`src/rtl/mem_access_ctrl.sv`:
```
// Sequencer between a core load/store port and Data_memory: one request at a time,
// with alignment checks, a single-cycle memory strobe and sign/zero-extended load data.
module mem_access_ctrl #(
  parameter int ADDR_W      = 10,
  parameter bit CHECK_ALIGN = 1'b1
) (
  input  logic              clk,
  input  logic              rst,
  input  logic              req_valid,
  output logic              req_ready,
  input  logic              req_we,
  input  logic [ADDR_W-1:0] req_addr,
  input  logic [31:0]       req_wdata,
  input  logic [1:0]        req_size,
  input  logic              req_unsigned,
  output logic              resp_valid,
  input  logic              resp_ready,
  output logic [31:0]       resp_rdata,
  output logic              resp_fault,
  output logic [ADDR_W-1:0] mem_addr,
  output logic [31:0]       mem_write_data,
  output logic              mem_read,
  output logic              mem_write,
  output logic [1:0]        mem_data_type,
  input  logic [31:0]       mem_data_in
);

  typedef enum logic [1:0] {IDLE, ISSUE, WAIT_RD, RESP} state_e;

  localparam logic [1:0] SZ_WORD = 2'd0;
  localparam logic [1:0] SZ_HALF = 2'd1;
  localparam logic [1:0] SZ_BYTE = 2'd2;
  localparam logic [1:0] SZ_ILL  = 2'd3;

  state_e            state_q, state_d;
  logic              we_q, we_d;
  logic [ADDR_W-1:0] addr_q, addr_d;
  logic [31:0]       wdata_q, wdata_d;
  logic [1:0]        size_q, size_d;
  logic              uns_q, uns_d;
  logic [31:0]       rdata_q, rdata_d;
  logic              fault_q, fault_d;

  logic              handshake;
  logic              req_fault;
  logic [31:0]       load_ext;

  // rst also gates req_ready so the core sees no acceptance while reset is held.
  assign req_ready = (state_q == IDLE) && !rst;
  assign handshake = req_valid && req_ready;

  assign req_fault = (req_size == SZ_ILL) ||
                     (CHECK_ALIGN && (((req_size == SZ_HALF) && req_addr[0]) ||
                                      ((req_size == SZ_WORD) && (req_addr[1:0] != 2'b00))));

  always_comb begin
    unique case (size_q)
      SZ_BYTE: load_ext = {{24{!uns_q && mem_data_in[7]}}, mem_data_in[7:0]};
      SZ_HALF: load_ext = {{16{!uns_q && mem_data_in[15]}}, mem_data_in[15:0]};
      default: load_ext = mem_data_in;
    endcase
  end

  // NOTE: every always_comb target gets a default first so no path can infer a latch.
  always_comb begin
    state_d = state_q;
    we_d    = we_q;
    addr_d  = addr_q;
    wdata_d = wdata_q;
    size_d  = size_q;
    uns_d   = uns_q;
    rdata_d = rdata_q;
    fault_d = fault_q;
    unique case (state_q)
      IDLE: begin
        if (handshake) begin
          rdata_d = '0;
          fault_d = req_fault;
          if (req_fault) begin
            state_d = RESP;
          end else begin
            // Only issued requests update the memory-side registers, so mem_* hold their last access.
            we_d    = req_we;
            addr_d  = req_addr;
            wdata_d = req_wdata;
            size_d  = req_size;
            uns_d   = req_unsigned;
            state_d = ISSUE;
          end
        end
      end
      ISSUE:   state_d = we_q ? RESP : WAIT_RD;
      WAIT_RD: begin
        rdata_d = load_ext;
        state_d = RESP;
      end
      RESP:    if (resp_ready) state_d = IDLE;
      default: state_d = IDLE;
    endcase
  end

  // NOTE: sequential state uses non-blocking assignments so all registers update together.
  always_ff @(posedge clk or posedge rst) begin
    if (rst) begin
      state_q <= IDLE;
      we_q    <= 1'b0;
      addr_q  <= '0;
      wdata_q <= '0;
      size_q  <= '0;
      uns_q   <= 1'b0;
      rdata_q <= '0;
      fault_q <= 1'b0;
    end else begin
      state_q <= state_d;
      we_q    <= we_d;
      addr_q  <= addr_d;
      wdata_q <= wdata_d;
      size_q  <= size_d;
      uns_q   <= uns_d;
      rdata_q <= rdata_d;
      fault_q <= fault_d;
    end
  end

  assign mem_read       = (state_q == ISSUE) && !we_q;
  assign mem_write      = (state_q == ISSUE) && we_q;
  assign mem_addr       = addr_q;
  assign mem_write_data = wdata_q;
  assign mem_data_type  = size_q;

  assign resp_valid = (state_q == RESP);
  assign resp_rdata = rdata_q;
  assign resp_fault = fault_q;

endmodule
```
`config.mk`:
```
export PLATFORM = sky130hd
export DESIGN_NAME = mem_access_ctrl
export DESIGN_NICKNAME = d
export VERILOG_FILES = /design/src/rtl/mem_access_ctrl.sv
export SDC_FILE = /design/constraint.sdc
export NUM_CORES = 1
export LEC_CHECK = 0
export BUFFER_PORTS_ARGS = -buffer_cell sky130_fd_sc_hd__buf_2
export CAP_MARGIN = 0
export CORE_AREA = 3 3 91 93
export CTS_BUF_LIST = sky130_fd_sc_hd__clkbuf_16
export CTS_CLUSTER_SIZE = 28
export DETAILED_ROUTE_END_ITERATION = 10
export DIE_AREA = 0 0 94 96
export PLACE_DENSITY = 0.76
export SYNTH_ARGS = -nofsm -noshare
export SYNTH_HDL_FRONTEND = slang
export SYNTH_SLANG_ARGS = --single-unit
```
`constraint.sdc`:
```
create_clock -name clk -period 2.7 [get_ports clk]
set_clock_uncertainty 0.2 [all_clocks]
set_input_delay 0.135 -clock clk [delete_from_list [all_inputs] [get_ports clk]]
set_output_delay 0.135 -clock clk [all_outputs]
set_load 0.02 [all_outputs]
```
# == Yosys cells after proc, flatten, opt, wreduce, memory -nomap -nowiden ==
# Cells that the tools add are included.
# word_totals
register_bits,81
in_bits,82
output_inout_bits,81
wordCells,47
# classes
eq_ne,9
muxes,8
bitwise,1
n_reduce_logical,21
# ops
op,count
$pmux W32 S2,2
$mux W32,1
$eq A2 B2 Y1 const B,4
$logic_and A1 B1 Y1,8
$pmux W2 S4,1
$eq A2 B1 Y1 const B,3
$mux W2,3
$reduce_and A2 Y1,3
$logic_not A2 Y1,2
$reduce_bool A2 Y1,2
$logic_not A1 Y1,3
$reduce_and A3 Y1,1
$logic_or A1 B1 Y1,2
$ne A2 B1 Y1 const B,1
$ne A2 B2 Y1 const B,1
$mux W1,1
$not A1 Y1,1

# == Longest topological paths before layout ==
# Gate-level depths: netlist of the first run.
# depth
word_depth,7
depth_mapped,8

# == Worst setup path after synthesis of the first run ==
# OpenSTA, ideal clock, no wires.
# synth_path
path_type,reg2reg
startpoint,register state_q[0]
endpoint,"register addr_q[9], in the netlist mem_addr[9]"
t_arrival_ps,1756
slack_ps,619
path_stages_with_launch,7
cell_sequence,dfrtp_1 > inv_1 > ha_1 > nand3b_1 > nor3_4 > buf_6 > mux2_2
# synth_between
elab_chain_cells,4
# synth_lines
element,line_no,rtl
from (decl),35,"state_e state_q, state_d;"
from (signal assigned),114,state_q <= state_d;
$logic_not A2 Y1 (*),"49, 74",
$logic_and A1 B1 Y1,49,assign req_ready = (state_q == IDLE) && !rst;
$logic_and A1 B1 Y1,50,assign handshake = req_valid && req_ready;
$reduce_and A3 Y1 (no source line) (*),n/a,
to (signal assigned),116,addr_q <= addr_d;
to (decl),37,"logic [ADDR_W-1:0] addr_q, addr_d;"
# Mark *: on every way between the ends. The rest lies on a longest branch, timed or not.
# A chain may end at the register's enable or synchronous reset.

# == Worst setup path in the final report of the first run ==
# layout_path
startpoint,register state_q[0]
endpoint,"register size_q[1], in the netlist mem_data_type[1]"
# layout_between
elab_chain_cells,4
# layout_lines
element,line_no,rtl
$logic_not A2 Y1 (*),"49, 74",
$logic_and A1 B1 Y1,49,
$logic_and A1 B1 Y1,50,
$reduce_and A3 Y1 (no source line) (*),n/a,
to (signal assigned),118,size_q <= size_d;
to (decl),39,"logic [1:0] size_q, size_d;"
# Marks and branches as above.

==> results of run 1 <==
-- sequential cells by signal, summed over array words and instances, names as in the netlist --
name	flops
mem_write_data	32
resp_rdata	32
mem_addr	10
mem_data_type	2
state_q	2
resp_fault	1
uns_q	1
we_q	1
-- logic make-up after synthesis --
kind of cell	Yosys count	share of synthesized area [%]
simple gates	35	5.262
buf+inv	26	3.928
flops	81	58.38
compound gates	71	15.24
mux	45	14.67
fa+ha+maj	7	2.522
-- per-stage QoR --
step / power [mW] / instance area, sq um
2_1_floorplan: 3.867 / 3472
3_3_place_gp: 4.682 / 4378
3_5_place_dp: 4.765 / 4378
4_1_cts: 6.152 / 5483
5_1_grt: 6.506 / 5483
6_report: 6.153 / 5483
-- synth_stat cells (all sizes together), types with 2 or more instances --
library cell,number,area (sq um)
nor3,3,26.28
inv,8,30.03
a22oi,2,15.01
clkbuf,12,45.04
a22o,33,289.0
buf,6,61.30
o22ai,2,12.51
dfrtp,81,2027
nand2,18,67.56
or2,3,18.77
o21ai,16,80.08
nor2b,2,12.51
ha,7,87.58
nor2,3,11.26
a21oi,2,10.01
mux2,44,499.2
a21o,9,67.56
-- placed cells by master (no fill, tap or decap), types with 2 or more instances in the layout --
cell,count
sky130_fd_sc_hd__mux2_1,6
sky130_fd_sc_hd__a21o_1,9
sky130_fd_sc_hd__clkbuf_16,9
sky130_fd_sc_hd__buf_4,6
sky130_fd_sc_hd__dlygate4sd3_1,79
sky130_fd_sc_hd__nor2_1,3
sky130_fd_sc_hd__or2_2,2
sky130_fd_sc_hd__a22oi_1,2
sky130_fd_sc_hd__a22o_1,33
sky130_fd_sc_hd__mux2_2,37
sky130_fd_sc_hd__bufinv_16,2
sky130_fd_sc_hd__ha_1,7
sky130_fd_sc_hd__o22ai_1,2
sky130_fd_sc_hd__buf_2,162
sky130_fd_sc_hd__dfrtp_1,81
sky130_fd_sc_hd__inv_1,10
sky130_fd_sc_hd__nor3_1,2
sky130_fd_sc_hd__clkinv_4,2
sky130_fd_sc_hd__nor2b_1,2
sky130_fd_sc_hd__o21ai_0,16
sky130_fd_sc_hd__nand2_1,18
-- power breakdown --
part / switching (mW) / internal (mW) / total, mW / leakage (nW)
logic: 1.66 / 1.18 / 2.84 / 1.67
registers: 0.286 / 1.76 / 2.05 / 1.01
clock network: 0.461 / 0.803 / 1.26 / 0.163
total: 2.41 / 3.74 / 6.15 / 2.85
-- repair_timing --
action,CTS,global route
buffers inserted,0,0
endpoints found under the hold margin,119,0
hold buffers,79,0
-- worst max-delay path: stages, from the launching register on --
cell and delay (ns):
sky130_fd_sc_hd__dfrtp_1 0.41, sky130_fd_sc_hd__inv_1 0.14, sky130_fd_sc_hd__ha_1 0.29, sky130_fd_sc_hd__nand3b_1 0.23
sky130_fd_sc_hd__nor3_1 0.30, sky130_fd_sc_hd__o22ai_1 0.12, sky130_fd_sc_hd__dlygate4sd3_1 0.56
-- path summary, 6_finish.rpt --
check | start | end | depth (start not counted)
min | req_size[1] | mem_addr[0] | 3
max | state_q[0] | mem_data_type[1] | 6
min in group asynchronous | rst | resp_fault | 3
min reg2reg | mem_write_data[30] | mem_write_data[30] | 1
max reg2reg | state_q[0] | mem_data_type[1] | 6
max in group asynchronous | rst | mem_write_data[24] | 4
-- routing by layer --
metal / vias up / routed length, um / track usage (%)
met3: 24 / 648 / 4.926
met2: 142 / 5490 / 40.39
li1: 1449 / - / -
met5: - / 0 / 0
met1: 1522 / 3825 / 24.28
met4: 0 / 262 / 9.266
-- area by class of cell --
class	instances	area (sq um)	area share, %
Tap cell	102	127.6	2.328
Multi-Input combinational cell	158	1316	24.01
Clock buffer	9	225.2	4.108
Timing Repair Buffer	248	1667	30.40
Sequential cell	81	2027	36.97
Inverter	8	31.28	0.5705
Clock inverter	7	88.84	1.620
==> flow_summary.ini, run 1 <==
[run_status]
run_status = finished clean

[clock_network]
clock_sink_count = 81
htreeDepth = 3
cts_repair_resize_count = 0
clk_pin_slew_worst_paths_ns = 0.05
cts_tree = done
clock_tree.buffer_depth = 2
clock_latency_late_sink_ns = 0.33
clock_tree_root_driver_cell = sky130_fd_sc_hd__clkbuf_16
cts_buffers = 9

[detailed_routing]
antenna_left = 0
routed_wirelength_um = 10230
avgRoutedWirePerCell_um = 16.68
first_pass_iters = 4
number_of_violations_reported_at_the_end_of_detailed_routing_iteration_0 = 106
post_drt_via_cell_ratio = 5.117
route.detailed.drc = 0
via_count = 3137

[place]
dp_worst_setup_slack_ns = 0.3336
numPlacedInstances = 518
place_congestion = 0.7431
portBuffers = 162
detailedPlacementHpwl_um = 6059

[floorplan]
initial_core_util_pct = 45.64
num_io_pins = 163
placeableCoreArea_sq_um = 7607
floorplan.rows = 32
chipHeight_um = 96
fp.dieArea_sq_um = 9024
dieWidth_um = 94

[timing]
timing.final.ws_setup_ns = 0.3276
final_hold_viol_count = 0
timing.final.crit_period_ns = 2.372
final_setup_tns_ns = 0
grt_setup_unrepaired = no
worst-slew-pin-transition_ns = 1.195
max_slew_margin_pct = 19.26
finalSetupViolations = 0
report.final.slew_viol_count = 0
final_min_period_over_clock_period_pct = 87.87
fmaxAchievable_ghz = 0.4215
whs_ns = 0.07010

[logic_synthesis]
ff_latch_count_synth = 81
synthDistinctLibCells = 36
syn_nets = 354
number_of_flops_mapped_to_enable_cells_by_yosys = 0
synth_area_sq_um = 3472
ys.flop_type = sky130_fd_sc_hd__dfrtp_1
portion_of_the_post_synthesis_area_used_by_sequential_elements_pct = 58.38
synthesis.instances = 265
postSynthAreaPerCell_sq_um = 13.10
async_flop_share_pct = 100.0
synthesis.yosys.warnings = 0

[setup_path]
reg2reg_setup_slack_ns = 0.33
critPathRequiredTime_ns = 2.70
category_of_the_worst_setup_path_launch_point = flop
critPathMaxFanout = 6
setup.worst_path.class = flop to flop
critical_path_arrival_ns = 2.38
endpoint_kind = flop

[pwr]
maximum_ir_drop_on_the_vdd_rail_mv = 0.6698
power.density_cell_area_nw_per_um2 = 1122
power_leakage_nw = 2.846

[global_route]
vias_in_the_first_global_route = 3182
grt_use_total_pct = 21.91
grt_remaining_overflow = 0
maximum_number_of_pins_on_one_net_before_global_route_repair = 43
antenna_found_initial = 0
wire_length_of_the_first_global_routing_pass_um = 15220

[worst_hold_path]
min-delay-path-class = input port to flop

[run]
max-cap-violations = 0

[cells_and_area]
antenna_cells_inserted = 0
nFillCells = 534
area.growth.synth_to_final_pct = 57.91
layout_cell_share_with_drive_strength_beyond_1_pct = 44.23
finish.net_count = 595
final_core_util_pct = 72.07
final_cell_count_no_fill = 613
Note: power is estimated with default switching activity, not from simulation.
==> run 2: changes to the inputs <==
--- a/config.mk
+++ b/config.mk
@@ -7,11 +7,12 @@
 export LEC_CHECK = 0
 export BUFFER_PORTS_ARGS = -buffer_cell sky130_fd_sc_hd__buf_2
 export CAP_MARGIN = 0
-export CORE_AREA = 3 3 91 93
+export CORE_AREA = 2 2 90 92
 export CTS_BUF_LIST = sky130_fd_sc_hd__clkbuf_16
 export CTS_CLUSTER_SIZE = 28
 export DETAILED_ROUTE_END_ITERATION = 10
-export DIE_AREA = 0 0 94 96
+export DIE_AREA = 0 0 92 94
+export GPL_TIMING_DRIVEN = 0
 export PLACE_DENSITY = 0.76
 export SYNTH_ARGS = -nofsm -noshare
 export SYNTH_HDL_FRONTEND = slang
==> flow_summary.ini, run 2 (same netlist as run 1, synthesis figures left out) <==
[cells_and_area]
finish.net_count = 607
layout_common_cells = sky130_fd_sc_hd__buf_2, sky130_fd_sc_hd__dfrtp_1, sky130_fd_sc_hd__dlygate4sd3_1
layout_cell_share_with_drive_strength_beyond_1_pct = 42.64
final_cell_area_sq_um = 5527
area.growth.synth_to_final_pct = 59.17
antenna_cells_inserted = 0
most_common_cell_after_layout_fill_and_taps_aside = sky130_fd_sc_hd__buf_2
final_cell_count_no_fill = 625

[clock_network]
cts_buffers = 9
clock_sink_count = 81
clock_tree.buffer_depth = 2
clock_tree_root_driver_cell = sky130_fd_sc_hd__clkbuf_16
cts_repair_resize_count = 0
clk_pin_slew_worst_paths_ns = 0.06
clock_latency_late_sink_ns = 0.32
htreeDepth = 3
cts_tree = done

[global_route]
maximum_number_of_pins_on_one_net_before_global_route_repair = 47
antenna_found_initial = 0
grt_use_total_pct = 23.41
vias_in_the_first_global_route = 3301
grt_remaining_overflow = 0
wire_length_of_the_first_global_routing_pass_um = 15650

[setup_path]
worst_r2r_endpoint = mem_write_data[30]
critical_path_arrival_ns = 2.44
setup.worst_path.class = flop to flop
cp.buffers_inverters = 2
crit-reg2reg-launch = state_q[0]
max_stage_delay_ns = 0.47
reg2reg_setup_slack_ns = 0.26
critPathRequiredTime_ns = 2.70
crit_path_top_delay_cell = sky130_fd_sc_hd__nor3_4
critPathMaxFanout = 10
reg2reg_path_depth = 6
category_of_the_worst_setup_path_launch_point = flop
delay_heaviest_family_cp = simple AND/OR/NAND/NOR gates
endpoint_kind = flop
crit_chain = inv_1, ha_1, nand3b_1, nor3_4, buf_6, mux2_1

[place]
portBuffers = 161
place_congestion = 0.7940
numPlacedInstances = 529
detailed_place.area_sq_um = 4436
detailedPlacementHpwl_um = 5985

[run]
max-cap-violations = 0

[pwr]
power.density_cell_area_nw_per_um2 = 1098
power_leakage_nw = 2.850
maximum_ir_drop_on_the_vdd_rail_mv = 0.7646

[detailed_routing]
route.met2.wl_um = 5287
met3WireLength_um = 543
antenna_left = 0
number_of_violations_reported_at_the_end_of_detailed_routing_iteration_0 = 110
routed_wirelength_um = 9979
detail_route.wirelength.met1_um = 3834
route.detailed.drc = 0
post_drt_via_cell_ratio = 5.072
avgRoutedWirePerCell_um = 15.97
via_count = 3170
topRoutingLayerUsed = met4
first_pass_iters = 4

[floorplan]
fp.dieArea_sq_um = 8648
chipHeight_um = 94
floorplan.rows = 32
placeableCoreArea_sq_um = 7607
dieWidth_um = 92
initial_core_util_pct = 45.64
num_io_pins = 163

[run_status]
run_status = finished clean

[worst_hold_path]
min_from = resp_ready
hold_depth = 4
min_delay_worst_endpoint = state_q[0]
min-delay-path-class = input port to flop

[timing]
final_setup_tns_ns = 0
final_hold_viol_count = 0
worst-slew-pin-transition_ns = 0.6116
fmaxAchievable_ghz = 0.4103
max_slew_margin_pct = 59.23
report.final.slew_viol_count = 0
timing.final.crit_period_ns = 2.437
final_min_period_over_clock_period_pct = 90.26
finalSetupViolations = 0
whs_ns = 0.07076
grt_setup_unrepaired = no
run 2: cell types whose count changed in the layout (fill, tap and decap cells not counted), sizes merged:
cell and delta:
dlygate4sd3 +1, buf -1, clkinvlp +2, clkinv -2
clkbuf +12, inv +1, bufinv -1
run 2: area by class of cell:
class                      count  area, sq um
timing repair buffer         242         1634
sequential                    81         2027
clock buffer                   9        225.2
multi-input combinational    158         1309
clock inverter                 7        65.06
buffer                        18        106.4
tap                          102        127.6
fill                         518         2081
inverter                       8        32.53
run 2: metrics by stage:
stage | power [mW] | setup WS [ns] | utilization (%)
6_report | 6.068 | 0.2629 | 72.65
5_1_grt | 6.437 | 0.09761 | 72.65
4_1_cts | 6.049 | 0.2441 | 72.65
3_5_place_dp | 4.764 | 0.2644 | 58.31
3_3_place_gp | 4.682 | -0.6750 | 57.91
2_1_floorplan | 3.867 | 0.2849 | -
run 2: where the power goes:
part           switching [mW]  internal (mW)  total (mW)  leakage [nW]
logic                    1.67           1.19        2.85          1.69
registers               0.294           1.76        2.05          1.01
clock network           0.455          0.707        1.16         0.145
run 2: tightest hold or removal path: stages:
cell and delay, ns:
sky130_fd_sc_hd__buf_2 0.07, sky130_fd_sc_hd__nor2b_1 0.04, sky130_fd_sc_hd__a21oi_1 0.20, sky130_fd_sc_hd__a2bb2oi_1 0.09
run 2: how the worst max path moves through the flow:
stage / startpoint / to / slack, ns / cells past startpoint
3_3_place_gp: rst / mem_write_data[17] / -0.68 / 2
4_1_cts: state_q[0] / mem_addr[8] / 0.24 / 6
2_1_floorplan: rst / mem_addr[0] / 0.28 / 1
3_5_place_dp: state_q[1] / mem_addr[8] / 0.26 / 6
5_1_grt: state_q[0] / mem_write_data[30] / 0.1 / 6
6_report: state_q[0] / mem_write_data[30] / 0.26 / 6
run 2: timing repair:
| action | CTS | global route |
|---|---|---|
| hold buffers | 80 | 0 |
| setup buffers | 0 | 0 |
| endpoints found under the setup margin | 0 | 0 |
| hold endpoints to repair | 113 | 0 |
run 2: layer usage:
| metal | global-route usage, % | vias to the layer above |
|---|---|---|
| met2 | 42.77 | 138 |
| met5 | 0 | - |
| met4 | 12.06 | 0 |
| met1 | 26.41 | 1532 |
| li1 | - | 1476 |
| met3 | 3.772 | 24 |
